$ cat src/rtl/router_pkg.sv
// Shared types and constants for the router control slice.
// The optional WAIT_TILL_EMPTY timeout is enabled by ROUTER_FSM_WAIT_TIMEOUT_EN.
package router_pkg;

  localparam int ADDR_W       = 2;
  localparam int NUM_PORTS    = 3;
  localparam int WAIT_TIMEOUT = 30;
  localparam int TMR_W        = 5;

  typedef enum logic [2:0] {
    DECODE_ADDRESS     = 3'd0,
    LOAD_FIRST_DATA    = 3'd1,
    LOAD_DATA          = 3'd2,
    LOAD_PARITY        = 3'd3,
    FIFO_FULL_STATE    = 3'd4,
    LOAD_AFTER_FULL    = 3'd5,
    WAIT_TILL_EMPTY    = 3'd6,
    CHECK_PARITY_ERROR = 3'd7
  } state_t;

endpackage

$ cat src/rtl/router_wait_timer.sv
// Cycle counter for WAIT_TILL_EMPTY; expires on the last permitted wait cycle.
// Only instantiated when ROUTER_FSM_WAIT_TIMEOUT_EN is defined.
module router_wait_timer
  import router_pkg::*;
(
  input  logic clk,
  input  logic resetn,
  input  logic i_en,
  output logic o_expired
);

  logic [TMR_W-1:0] r_cnt;

  always_ff @(posedge clk) begin
    if (!resetn)   r_cnt <= '0;
    else if (i_en) r_cnt <= r_cnt + 1'b1;
    else           r_cnt <= '0;
  end

  // Count equals cycles already spent waiting, so WAIT_TIMEOUT-1 is the final one.
  assign o_expired = i_en && (r_cnt == TMR_W'(WAIT_TIMEOUT - 1));

endmodule

$ cat src/rtl/router_fsm_ctrl.sv
// Router input controller: Moore FSM steering header/payload/parity loading.
// Define ROUTER_FSM_WAIT_TIMEOUT_EN to bound WAIT_TILL_EMPTY and expose wait_timeout.
module router_fsm_ctrl
  import router_pkg::*;
(
  input  logic                 clk,
  input  logic                 resetn,
  input  logic                 pkt_valid,
  input  logic [ADDR_W-1:0]    data_in,
  input  logic                 fifo_full,
  input  logic [NUM_PORTS-1:0] fifo_empty,
  input  logic [NUM_PORTS-1:0] soft_reset,
  input  logic                 parity_done,
  input  logic                 low_pkt_valid,
  output logic                 detect_add,
  output logic                 lfd_state,
  output logic                 ld_state,
  output logic                 laf_state,
  output logic                 full_state,
  output logic                 rst_int_reg,
  output logic                 write_enb_reg,
  output logic                 busy
`ifdef ROUTER_FSM_WAIT_TIMEOUT_EN
  ,
  output logic                 wait_timeout
`endif
);

  state_t              r_state, w_next;
  logic [ADDR_W-1:0]   r_addr_q;
  logic                w_hdr_ok;
  logic                w_port_rst;
  logic                w_tmo;

  assign w_hdr_ok   = pkt_valid && (data_in != 2'd3);
  assign w_port_rst = soft_reset[r_addr_q];

`ifdef ROUTER_FSM_WAIT_TIMEOUT_EN
  logic w_expired;

  router_wait_timer u_wait_timer (
    .clk       (clk),
    .resetn    (resetn),
    .i_en      (r_state == WAIT_TILL_EMPTY),
    .o_expired (w_expired)
  );

  assign w_tmo        = w_expired && !fifo_empty[r_addr_q];
  assign wait_timeout = w_tmo;
`else
  assign w_tmo = 1'b0;
`endif

  always_ff @(posedge clk) begin
    if (!resetn) begin
      r_state  <= DECODE_ADDRESS;
      r_addr_q <= '0;
    end else begin
      r_state <= w_next;
      if (r_state == DECODE_ADDRESS && w_hdr_ok)
        r_addr_q <= data_in;
    end
  end

  always_comb begin
    w_next = r_state;
    unique case (r_state)
      DECODE_ADDRESS: begin
        if (w_hdr_ok)
          w_next = fifo_empty[data_in] ? LOAD_FIRST_DATA : WAIT_TILL_EMPTY;
      end
      LOAD_FIRST_DATA: w_next = LOAD_DATA;
      LOAD_DATA: begin
        if (fifo_full)       w_next = FIFO_FULL_STATE;
        else if (!pkt_valid) w_next = LOAD_PARITY;
      end
      LOAD_PARITY:        w_next = CHECK_PARITY_ERROR;
      CHECK_PARITY_ERROR: w_next = fifo_full ? FIFO_FULL_STATE : DECODE_ADDRESS;
      FIFO_FULL_STATE:    if (!fifo_full) w_next = LOAD_AFTER_FULL;
      LOAD_AFTER_FULL: begin
        if (parity_done)        w_next = DECODE_ADDRESS;
        else if (low_pkt_valid) w_next = LOAD_PARITY;
        else                    w_next = LOAD_DATA;
      end
      WAIT_TILL_EMPTY: begin
        if (fifo_empty[r_addr_q]) w_next = LOAD_FIRST_DATA;
        else if (w_tmo)           w_next = DECODE_ADDRESS;
      end
      default: w_next = DECODE_ADDRESS;
    endcase
    // A soft reset on the active port aborts the packet from any busy state.
    if (r_state != DECODE_ADDRESS && w_port_rst)
      w_next = DECODE_ADDRESS;
  end

  always_comb begin
    detect_add    = (r_state == DECODE_ADDRESS);
    lfd_state     = (r_state == LOAD_FIRST_DATA);
    ld_state      = (r_state == LOAD_DATA);
    laf_state     = (r_state == LOAD_AFTER_FULL);
    full_state    = (r_state == FIFO_FULL_STATE);
    rst_int_reg   = (r_state == CHECK_PARITY_ERROR);
    write_enb_reg = (r_state == LOAD_DATA) || (r_state == LOAD_PARITY) ||
                    (r_state == LOAD_AFTER_FULL);
    busy          = (r_state != DECODE_ADDRESS) && (r_state != LOAD_DATA);
  end

endmodule

$ cat config.mk
export PLATFORM = sky130hd
export DESIGN_NAME = router_fsm_ctrl
export DESIGN_NICKNAME = d
export VERILOG_FILES = /design/src/rtl/router_pkg.sv /design/src/rtl/router_wait_timer.sv /design/src/rtl/router_fsm_ctrl.sv
export SDC_FILE = /design/constraint.sdc
export NUM_CORES = 1
export LEC_CHECK = 0
export CORE_MARGIN = 2
export CORE_UTILIZATION = 36
export CTS_CLUSTER_SIZE = 25
export DETAILED_ROUTE_END_ITERATION = 16
export GPL_ROUTABILITY_DRIVEN = 0
export PLACE_DENSITY = 0.81
export SLEW_MARGIN = 5
export SYNTH_ARGS = -nofsm -noshare
export SYNTH_HDL_FRONTEND = slang
export SYNTH_HIERARCHICAL = 1
export SYNTH_SLANG_ARGS = --single-unit
$ cat constraint.sdc
create_clock -name clk -period 1.2 [get_ports clk]
set_input_delay 0.24 -clock clk [delete_from_list [all_inputs] [get_ports clk]]
set_output_delay 0.24 -clock clk [all_outputs]
set_load 0.01 [all_outputs]
### After elaboration in Yosys (flattened, before gate mapping)

Cells that the tools add are included.

* bits in registers: 5
* input bits: 14
* output and inout port bits: 8

* order comparisons: 2
* equal/unequal tests: 13
* multiplexer cells: 16
* bitwise logic cells: 1
* reduce and logical (&&, ||, !) cells: 10

Operator list (number)
* $pmux W3 S8: 1
* $mux W3: 7
* $eq A3 B3 Y1 const B: 4
* $bmux W1 S2: 3
* $eq A3 B2 Y1 const B: 2
* $lt A2 B3 Y1 const B: 2
* $ne A2 B2 Y1 const B: 3
* $logic_and A1 B1 Y1: 4
* $mux W1: 4
* $reduce_and A4 Y1: 1
* $eq A3 B1 Y1 const B: 1
* $logic_not A3 Y1: 1
* $ne A3 B2 Y1 const B: 1
* $ne A3 B3 Y1 const B: 1
* $reduce_bool A3 Y1: 1
* $logic_or A1 B1 Y1: 2
* $mux W2: 1
* $ne A2 B1 Y1 const B: 1
* $reduce_or A2 Y1: 1
* $not A1 Y1: 1

### Logic depth before layout (Yosys ltp)

Gate-level depths: netlist of the first run.

* depth after elaboration: 5
* mapped depth: 7
* depth with buffers taken out: 6

### Worst setup path before layout of the first run

OpenSTA, ideal clock, no wires.

* kind: reg-to-reg
* from: register r_state[2]
* to: register r_state[0]
* setup time: 0.103 ns
* arrival time: 1.142 ns
* required time: 1.097 ns
* path slack: -0.045 ns
* cell stages (with the launch flop): 7
* cells stage by stage: dfxtp_1 > inv_2 > nand2_2 > clkinv_2 > o311ai_4 > o21ai_2 > a2111oi_2

* cells in the longest elaborated chain, start to end: 3
* elaborated cells between the ends (all ways): 17
* classes of those cells: 11 x eq/ne; 1 x mux; 5 x reduce/logical

Ends and longest elaborated chain
* start: declaration: RTL line router_fsm_ctrl.sv:29 `state_t r_state, w_next;`
* start signal: assignment: RTL line router_fsm_ctrl.sv:59 `r_state <= w_next;`
* $logic_not A3 Y1 *
* named net detect_add: RTL line router_fsm_ctrl.sv:15 `output logic detect_add,`
* $ne A2 B1 Y1 (no source line)
* $reduce_and A4 Y1 (no source line)

The timed path passes the listed nets; every way through them passes the cells marked *.
A chain may end at the register's enable or synchronous reset.

### Worst setup path in the final report of the first run

* from: register r_state[0]
* to: register r_state[2]

* cells in the longest elaborated chain, start to end: 3
* elaborated cells between the ends (all ways): 17
* classes of those cells: 11 x eq/ne; 1 x mux; 5 x reduce/logical

Ends and longest elaborated chain
* $eq A3 B2 Y1 (tied with other cells): RTL line router_fsm_ctrl.sv:67 `unique case (r_state)`
* $ne A3 B3 Y1 (no source line) (tied with other cells)
* $reduce_and A4 Y1 (no source line) or $reduce_or A2 Y1 (tied branches)

Parallel ways exist; a longest one is shown, timed or not.

==> results.py, run 1 <==
metrics = {
    "timing": {
        "finalSetupViolations": 13,
        "worstMarginPinSlew_ns": 0.379,
        "fmax_ghz": 0.708,
        "min_period_ns": 1.41,
        "fin_hold_ws_ns": 0.589,
        "fin_skew_ns": 0.0117,
        "finalMaxSlewViolations": 0,
        "max-slew-margin-rel": 0.745,
        "rsz0062_at_grt": "true",
        "hold_viol_final": 0,
        "layout_setup_ws_ns": -0.213,
        "fin_crit_sh": 1.18,
    },
    "cts": {
        "cts_buffers": 3,
        "clk_latency_ns": 0.26,
        "path_clk_slew_ns": 0.05,
        "cts.sink_count": 5,
        "cts_hold_buf": 0,
        "cts_root_buffer": "clkbuf_4",
        "clockBufferDepth": 2,
        "tritoncts": "yes",
        "cts.htree.levels": 1,
    },
    "drt": {
        "dr_total_vias": 687,
        "ant_nets": 0,
        "drt_iter0_markers": 16,
        "routedWlPerCell_um": 16.3,
        "wl_mm": 2.03,
        "via_per_inst": 5.54,
        "drc_errors": 0,
        "dr.pass1.iters": 4,
    },
    "floorplan": {
        "die_w_um": 41.1,
        "die_h_um": 41.1,
        "ios": 22,
        "die-area_sq_um": 1690,
        "num_rows": 13,
        "core_area_sq_um": 1300,
        "start_util": 0.382,
    },
    "layout": {
        "final_area_sq_um": 1030,
        "area_delta_synth_final_pct": 108,
        "antenna_cells": 0,
        "final_layout_size_suffix_gt1_frac": 0.606,
        "nets": 124,
        "final_common_cell": "buf_4",
        "final_cell_mix": "buf_4, buf_6, clkdlybuf4s50_1",
    },
    "placed_design": {
        "dp_hpwl_mm": 1.28,
        "portBuffers": 21,
        "dpl_cell_area_sq_um": 881,
    },
    "pwr": {
        "power_density_nw_per_um2": 2420,
        "vdd_drop_max_mv": 1.16,
        "p_leak_uw": 0.000463,
    },
    "global_routing": {
        "grt_overflow": 0,
        "antenna_found_initial": 0,
        "grt_pass1_vias": 622,
        "grt_pass1_wl_mm": 2.84,
        "grt_max_degree": 9,
        "grt_use_total": 0.273,
    },
    "synthesis": {
        "async_flop_share": 0,
        "syn_nets": 71,
        "ys_types": 33,
        "netlist_instances": 57,
        "synth_ff_type": "dfxtp_1",
        "synth_compound_gate_area_share": 0.353,
        "synth_area_sq_um": 497,
        "synth_mux_area_frac": 0.101,
        "synthSimpleGateAreaFrac": 0.280,
        "yosysWarnings": 6,
        "synth_seq_cells": 5,
        "synth-edff-count": 0,
        "synth_top_family_by_area": "compound AO/OA/AOI/OAI gates",
        "ys_seq_area_frac": 0.202,
        "synth_fa_ha_area_frac": 0,
        "syn_area_per_cell_sq_um": 8.71,
        "synth_xor_area_frac": 0,
    },
    "min_path": {
        "hold_path.class": "input pin to register",
    },
    "run": {
        "cap_violations": 0,
    },
    "critical_path": {
        "worstPathArrival_ns": 1.59,
        "end_kind": "register",
        "critical_path_required_ns": 1.38,
        "slowest_delay_ns": 0.33,
        "crit_fanout": 7,
        "crit_path_frequent_cell": "buf_6",
        "worstSetupStartpointType": "register",
        "crit_path_cell_trace": "buf_6, nor2_4, nand2_4, clkinv_4, buf_6, o311ai_4, a32o_1, a211oi_2",
        "slowest_stage": "dfxtp_2",
        "critPathKind": "register to register",
        "r2r_setup_slack_ns": -0.21,
    },
    "status": {
        "status": "finished with violations",
        "failed_checks": "setup timing",
    },
}
[area by class of cell]
| cell class | instances | area (sq um) |
|---|---|---|
| Multi-Input combinational cell | 46 | 419 |
| Clock buffer | 4 | 26.3 |
| Fill cell | 91 | 270 |
| Timing Repair Buffer | 50 | 432 |
| Sequential cell | 5 | 110 |
| Tap cell | 15 | 18.8 |
| Inverter | 4 | 25.0 |
[metal layers]
metal,share of wire,track usage,up-vias
met5,0,0,-
met4,0.031,0.161,0
met3,0.045,0.0543,9
met2,0.51,0.473,30
met1,0.41,0.304,326
li1,-,-,322
[per-stage QoR]
stage	util	instances	TNS, ns	power [uW]	setup WS (ns)
2_1_floorplan	-	57	-0.0172	1100	-0.0147
3_3_place_gp	0.677	112	-3.90	1770	-0.470
3_5_place_dp	0.677	112	-4.13	1810	-0.527
4_1_cts	0.768	123	-1.23	2310	-0.171
5_1_grt	0.792	124	-2.07	2630	-0.250
6_report	0.792	124	-1.54	2500	-0.213
[worst max-delay path: cells and delay by family, from the launching register on]
family / cells / cell delay (ns)
simple gates: 2 / 0.18
flops: 1 / 0.33
compound gates: 3 / 0.54
buf+inv: 3 / 0.29
[kinds of logic (layout without fill, tap and decap cells)]
logic type / Yosys count / in the layout
simple gates: 23 / 23
compound gates: 18 / 18
buf+inv: 6 / 58
mux: 5 / 5
flops: 5 / 5
[synth_stat cells, types with 2 or more instances]
cell | instances | share of area
dfxtp_1 | 5 | 0.20
mux2i_1 | 5 | 0.10
nand2_1 | 5 | 0.038
o21ai_0 | 5 | 0.050
nor2_1 | 4 | 0.030
inv_2 | 2 | 0.015
nand4b_1 | 2 | 0.035
nor2b_1 | 2 | 0.025
nor3b_1 | 2 | 0.030
o311ai_4 | 2 | 0.11
[registers in the layout, summed over array words and instances, names as in the netlist]
| signal | count |
|---|---|
| r_addr_q | 2 |
| r_state | 3 |
[where the power goes]
part           switching [uW]  leakage, uW  internal (uW)
registers                 105    0.0000432            244
logic                     841     0.000405           1090
clock network            86.7    0.0000150            127
[final timing paths]
kind	from	to	depth (start not counted)
max	r_state[0]$_SDFFE_PP0P_	r_state[2]$_SDFFE_PP0P_	8
min	data_in[1]	r_addr_q[1]$_SDFFE_PN0P_	4
max reg2reg	r_state[0]$_SDFFE_PP0P_	r_state[2]$_SDFFE_PP0P_	8
min reg2reg	r_addr_q[1]$_SDFFE_PN0P_	r_addr_q[1]$_SDFFE_PN0P_	2
[repair_timing]
item / 4_1_cts / 5_1_grt
setup buffers: 7 / 1
gates resized for setup: 58 / 10
hold endpoints to repair: 0 / 0
pin swaps: 6 / 3
gates cloned: 0 / 0
setup endpoints to repair: 13 / 13
Note: power is estimated with default switching activity, not from simulation.
==> run 2: changes to the inputs <==
--- a/config.mk
+++ b/config.mk
@@ -12,7 +12,5 @@
 export GPL_ROUTABILITY_DRIVEN = 0
 export PLACE_DENSITY = 0.81
-export SLEW_MARGIN = 5
 export SYNTH_ARGS = -nofsm -noshare
 export SYNTH_HDL_FRONTEND = slang
-export SYNTH_HIERARCHICAL = 1
 export SYNTH_SLANG_ARGS = --single-unit
==> constraint.sdc (replaced) <==
create_clock -name clk -period 1.2 [get_ports clk]
set_input_delay 0.24 -clock clk [delete_from_list [all_inputs] [get_ports clk]]
set_output_delay 0.24 -clock clk [all_outputs]
set_load 0.005 [all_outputs]
==> results.py, run 2 <==
metrics = {
    "layout": {
        "final_layout_size_suffix_gt1_frac": 0.604,
        "final_common_cell": "buf_4",
        "area_delta_synth_final_pct": 116,
        "largest-register": "r_state",
        "top_regs": "r_state x3, r_addr_q x2",
        "nets": 126,
        "multiInputGateArea_sq_um": 438,
        "fillCellCount": 89,
        "seq_area_sq_um": 110,
        "final_cell_mix": "buf_4, clkdlybuf4s50_1, buf_6",
        "fin_cells": 126,
        "antenna_cells": 0,
        "largest_reg_flops": 3,
    },
    "critical_path": {
        "cp_top_family": "compound AO/OA/AOI/OAI gates",
        "r2r_setup_slack_ns": -0.23,
        "worstSetupStartpointType": "register",
        "crit_path_cell_trace": "buf_6, nor2_4, nand2_4, clkinv_4, buf_12, o311ai_4, a32o_1, a211oi_2",
        "end_kind": "register",
        "critPathKind": "register to register",
        "worstPathArrival_ns": 1.58,
        "critical_path_required_ns": 1.35,
        "reg2reg_from": "r_state[1]$_SDFFE_PP0P_",
        "path_buf_inv": 3,
        "crit_fanout": 5,
        "slowest_stage": "dfxtp_4",
        "timing.rr.end": "r_state[2]$_SDFFE_PP0P_",
        "ff2ff_path_depth": 8,
        "slowest_delay_ns": 0.36,
    },
    "placed_design": {
        "place_inst": 111,
        "dp_hpwl_mm": 1.29,
        "portBuffers": 21,
    },
    "timing": {
        "fin_hold_ws_ns": 0.561,
        "finalSetupViolations": 13,
        "max-slew-margin-rel": 0.737,
        "fin_skew_ns": 0.00938,
        "finalMaxSlewViolations": 0,
        "fmax_ghz": 0.700,
        "layout_setup_ws_ns": -0.229,
        "rsz0062_at_grt": "true",
        "fin_crit_sh": 1.19,
        "worstMarginPinSlew_ns": 0.392,
        "hold_viol_final": 0,
        "min_period_ns": 1.43,
    },
    "synthesis": {
        "synth_top_area_share": 0.202,
        "async_flop_share": 0,
        "yosysWarnings": 0,
        "synth_seq_cells": 5,
        "synth_area_sq_um": 497,
        "ys_types": 33,
        "syn_nets": 71,
        "syn_area_per_cell_sq_um": 8.71,
        "netlist_instances": 57,
        "synth.area.top_cells": "dfxtp_1, o311ai_4, mux2i_1",
        "synth-edff-count": 0,
        "synth_top_area_cell": "dfxtp_1",
        "synth_ff_type": "dfxtp_1",
        "synth_commonest_cells": "dfxtp_1, mux2i_1, nand2_1, o21ai_0, nor2_1",
        "ys_seq_area_frac": 0.202,
    },
    "cts": {
        "cts_hold_buf": 0,
        "clk_latency_ns": 0.24,
        "clockBufferDepth": 2,
        "path_clk_slew_ns": 0.05,
        "tritoncts": "yes",
        "cts.htree.levels": 1,
        "cts_buffers": 3,
        "cts.sink_count": 5,
        "cts_root_buffer": "clkbuf_4",
    },
    "global_routing": {
        "grt_max_degree": 7,
        "grt_pass1_wl_mm": 2.77,
        "grt_pass1_vias": 619,
        "antenna_found_initial": 0,
        "grt_use_total": 0.260,
        "grt_overflow": 0,
    },
    "floorplan": {
        "num_rows": 13,
        "die_w_um": 41.1,
        "die_h_um": 41.1,
        "core_area_sq_um": 1300,
        "ios": 22,
        "start_util": 0.382,
        "die-area_sq_um": 1690,
    },
    "drt": {
        "drc_errors": 0,
        "dr_total_vias": 713,
        "ant_nets": 0,
        "drt_iter0_markers": 19,
        "via_per_inst": 5.66,
        "dr.pass1.iters": 4,
        "wl_mm": 2.22,
        "routedWlPerCell_um": 17.6,
    },
    "pwr": {
        "p_leak_uw": 0.000479,
        "power_density_nw_per_um2": 2550,
        "vdd_drop_max_mv": 1.21,
    },
    "status": {
        "status": "finished with violations",
        "failed_checks": "setup timing",
    },
    "min_path": {
        "min_to": "r_addr_q[0]$_SDFFE_PN0P_",
        "worstHoldStart": "data_in[0]",
        "hold_depth": 3,
        "hold_path.class": "input pin to register",
    },
    "run": {
        "cap_violations": 0,
    },
}
[run 2: changes by cell type in the layout (fill, tap and decap cells not counted), moves of 2 or more]
cell     previous run  this run
buf_6              10         7
inv_2               2         0
inv_4               0         2
nand2_2             2         0
o21ai_0             4         2
[run 2: kinds of logic after synthesis]
kind of cell    count (synthesis)  synth area share
buf+inv                         6            0.0655
flops                           5             0.202
simple gates                   23             0.280
mux                             5             0.101
compound gates                 18             0.353
[run 2: layout make-up]
cell class,instances,area share
Multi-Input combinational cell,46,0.408
Timing Repair Buffer,52,0.424
Clock buffer,4,0.0245
Sequential cell,5,0.103
Inverter,4,0.0233
Tap cell,15,0.0175
[run 2: what timing repair did]
item                       CTS  global route
buffers inserted             7             4
pin swaps                    9             6
setup endpoints to repair   13            13
gates resized for setup     53            14
[run 2: worst max-delay path by stage]
stage | start | to | slack [ns] | cells past startpoint
2_1_floorplan | r_state[1]$_SDFFE_PP0P_ | r_state[2]$_SDFFE_PP0P_ | -0.005 | 7
6_report | r_state[1]$_SDFFE_PP0P_ | r_state[2]$_SDFFE_PP0P_ | -0.23 | 8
4_1_cts | r_state[1]$_SDFFE_PP0P_ | r_state[0]$_SDFFE_PP0P_ | -0.20 | 6
5_1_grt | r_state[1]$_SDFFE_PP0P_ | r_state[0]$_SDFFE_PP0P_ | -0.26 | 6
3_5_place_dp | data_in[1] | r_state[2]$_SDFFE_PP0P_ | -0.51 | 5
3_3_place_gp | data_in[1] | r_state[2]$_SDFFE_PP0P_ | -0.46 | 5
[run 2: per-stage QoR]
stage / area, sq um / setup slack [ns] / setup TNS (ns) / utilization / power, uW
6_report: 1070 / -0.229 / -1.95 / 0.824 / 2730
5_1_grt: 1070 / -0.261 / -2.48 / 0.824 / 2870
4_1_cts: 980 / -0.201 / -1.15 / 0.753 / 2340
3_5_place_dp: 887 / -0.508 / -3.89 / 0.682 / 1870
3_3_place_gp: 887 / -0.463 / -3.61 / 0.682 / 1820
2_1_floorplan: 512 / -0.00520 / -0.00772 / - / 1050
[run 2: where the power goes]
part | switching, uW | internal [uW]
combinational | 963 | 1250
sequential | 77.1 | 243
clock | 71.5 | 126
total | 1110 | 1620
[run 2: routing by layer]
metal | track usage | part of all wire
met5 | 0 | 0
met4 | 0.153 | 0.011
met3 | 0.0435 | 0.051
met2 | 0.418 | 0.56
met1 | 0.321 | 0.38
[run 2: worst reg2reg max path: cells and delay by family (launching register included)]
family	cells	cell delay, ns
AO/OA/AOI/OAI	3	0.53
flip-flops	1	0.36
buffers and inverters	3	0.27
AND/OR/NAND/NOR	2	0.19
==> run 3: changes to the inputs <==
- ABC_AREA: not set -> 1
==> results.py, run 3 <==
metrics = {
    "timing": {
        "hold_viol_final": 0,
        "layout_setup_ws_ns": -0.211,
        "max-slew-margin-rel": 0.847,
        "fmax_ghz": 0.709,
        "min_period_ns": 1.41,
        "finalMaxSlewViolations": 0,
        "fin_crit_sh": 1.18,
        "finalSetupViolations": 12,
        "worstMarginPinSlew_ns": 0.229,
        "rsz0062_at_grt": "true",
        "fin_skew_ns": 0.00780,
    },
    "cts": {
        "cts_hold_buf": 0,
        "tritoncts": "yes",
        "cts.htree.levels": 1,
        "clockBufferDepth": 2,
        "cts_root_buffer": "clkbuf_4",
        "cts.sink_count": 5,
        "clk_latency_ns": 0.25,
        "path_clk_slew_ns": 0.05,
        "cts_buffers": 3,
    },
    "global_routing": {
        "grt_overflow": 0,
        "grt_max_degree": 6,
        "grt_pass1_vias": 772,
        "grt_pass1_wl_mm": 3.62,
        "antenna_found_initial": 0,
        "grt_use_total": 0.335,
    },
    "critical_path": {
        "worstSetupStartpointType": "register",
        "crit_fanout": 3,
        "end_kind": "register",
        "critical_path_required_ns": 1.34,
        "critPathKind": "register to register",
        "worstPathArrival_ns": 1.55,
    },
    "drt": {
        "dr_total_vias": 915,
        "via_per_inst": 5.72,
        "drt_iter0_markers": 64,
        "routedWlPerCell_um": 20.7,
        "wl_mm": 3.31,
        "ant_nets": 0,
        "drc_errors": 0,
        "dr.pass1.iters": 4,
    },
    "placed_design": {
        "dp_hpwl_mm": 1.31,
        "portBuffers": 21,
        "place_ws_ns": -0.291,
    },
    "synthesis": {
        "netlist_instances": 93,
        "synth.area.top_cells": "dfxtp_1, nand2_1, nand3_1",
        "synth_top_area_cell": "dfxtp_1",
        "synth_top_area_share": 0.202,
        "synth_seq_cells": 5,
        "synth-edff-count": 0,
        "syn_nets": 107,
        "synth_commonest_cells": "nand2_1, inv_1, nand3_1",
        "syn_area_per_cell_sq_um": 5.33,
        "ys_seq_area_frac": 0.202,
        "yosysWarnings": 0,
        "async_flop_share": 0,
        "synth_ff_type": "dfxtp_1",
        "yosys.cell_count.top_type": "nand2_1",
        "synth_area_sq_um": 495,
        "ys_types": 16,
    },
    "pwr": {
        "p_total_uw": 2990,
        "power_density_nw_per_um2": 2520,
        "vdd_drop_max_mv": 1.75,
        "p_leak_uw": 0.000596,
    },
    "layout": {
        "nets": 160,
        "utilization": 0.912,
        "fillCellCount": 56,
        "top_regs": "r_state x3, r_addr_q x2",
        "antenna_cells": 0,
        "largest_reg_flops": 3,
        "final_cell_mix": "nand2_1, buf_4, buf_6",
        "area_delta_synth_final_pct": 139,
        "final_common_cell": "nand2_1",
        "largest-register": "r_state",
        "final_layout_size_suffix_gt1_frac": 0.545,
    },
    "floorplan": {
        "core_area_sq_um": 1300,
        "ios": 22,
        "num_rows": 13,
        "die_w_um": 41.1,
        "start_util": 0.381,
        "die_h_um": 41.1,
        "die-area_sq_um": 1690,
    },
    "status": {
        "status": "finished with violations",
        "failed_checks": "setup timing",
    },
    "min_path": {
        "hold_path.class": "register to register",
    },
    "run": {
        "cap_violations": 0,
    },
}
-- run 3: cell types whose count changed after synthesis, moves of 2 or more --
cell      before  now
nand2_1        5   22
nor3b_1        2    0
mux2i_1        5    0
inv_1          1   16
o21ai_1        0    2
a21oi_1        1    4
o311ai_4       2    0
nand4b_1       2    0
nand3_1        0   15
nor2_1         4   12
nor2b_1        2    0
nor2_2         0    3
-- run 3: cell type report --
cell class | count | area [sq um] | share of cell area
well taps | 15 | 18.8 | 0.0158
multi-input cells | 69 | 514 | 0.434
repair buffers | 48 | 434 | 0.366
flip-flops and latches | 5 | 111 | 0.0939
clock buffers | 4 | 26.3 | 0.0222
inverters | 19 | 81.3 | 0.0686
-- run 3: logic make-up after synthesis --
group,after synthesis,synth area share
flip-flops,5,0.202
buffers and inverters,19,0.144
AND/OR/NAND/NOR,59,0.553
AO/OA/AOI/OAI,10,0.101
-- run 3: where the power goes --
part	switching (uW)	total, uW	leakage [uW]	internal (uW)
clock network	82.6	209	0.0000150	127
registers	130	381	0.0000432	251
logic	1270	2400	0.000538	1130
-- run 3: final timing paths --
| path | from | to | slack (ns) | depth (start not counted) |
|---|---|---|---|---|
| setup / recovery | r_state[1]$_SDFFE_PP0P_ | r_state[1]$_SDFFE_PP0P_ | -0.21 | 9 |
| hold reg to reg | r_addr_q[1]$_SDFFE_PN0P_ | r_addr_q[1]$_SDFFE_PN0P_ | 0.61 | 2 |
| hold / removal | r_addr_q[1]$_SDFFE_PN0P_ | r_addr_q[1]$_SDFFE_PN0P_ | 0.61 | 2 |
| setup reg to reg | r_state[1]$_SDFFE_PP0P_ | r_state[1]$_SDFFE_PP0P_ | -0.21 | 9 |
-- run 3: repair_timing --
| action | 4_1_cts | 5_1_grt |
|---|---|---|
| buffers inserted | 9 | 5 |
| pin swaps | 15 | 21 |
| hold endpoints to repair | 0 | 0 |
| endpoints found under the setup margin | 13 | 13 |
| gates resized for setup | 71 | 28 |
-- run 3: per-layer routing --
layer / global-route usage / vias up / routed length [um]
met2: 0.520 / 65 / 1570
met4: 0.177 / 0 / 76
li1: - / 404 / -
met5: 0 / - / 0
met3: 0.0652 / 12 / 312
met1: 0.432 / 434 / 1350
-- run 3: worst max-delay path: stages (launching register included) --
cell and delay, ns:
dfxtp_4 0.37, buf_6 0.14, buf_6 0.11, nand3_4 0.07, buf_4 0.12, o21ai_2 0.06
nor2_1 0.19, nand3_2 0.12, nand2_2 0.09, inv_2 0.03
-- run 3: through the flow --
| stage | hold WS [ns] | instances | TNS [ns] | instance area (sq um) |
|---|---|---|---|---|
| finish | 0.611 | 160 | -1.50 | 1190 |
| global route | 0.638 | 160 | -1.98 | 1190 |
| CTS | 0.601 | 155 | -0.676 | 1040 |
| detailed placement | 0.595 | 143 | -2.79 | 830 |
| global placement | 0.569 | 143 | -2.42 | 830 |
| floorplan | 0.367 | 93 | 0 | 495 |
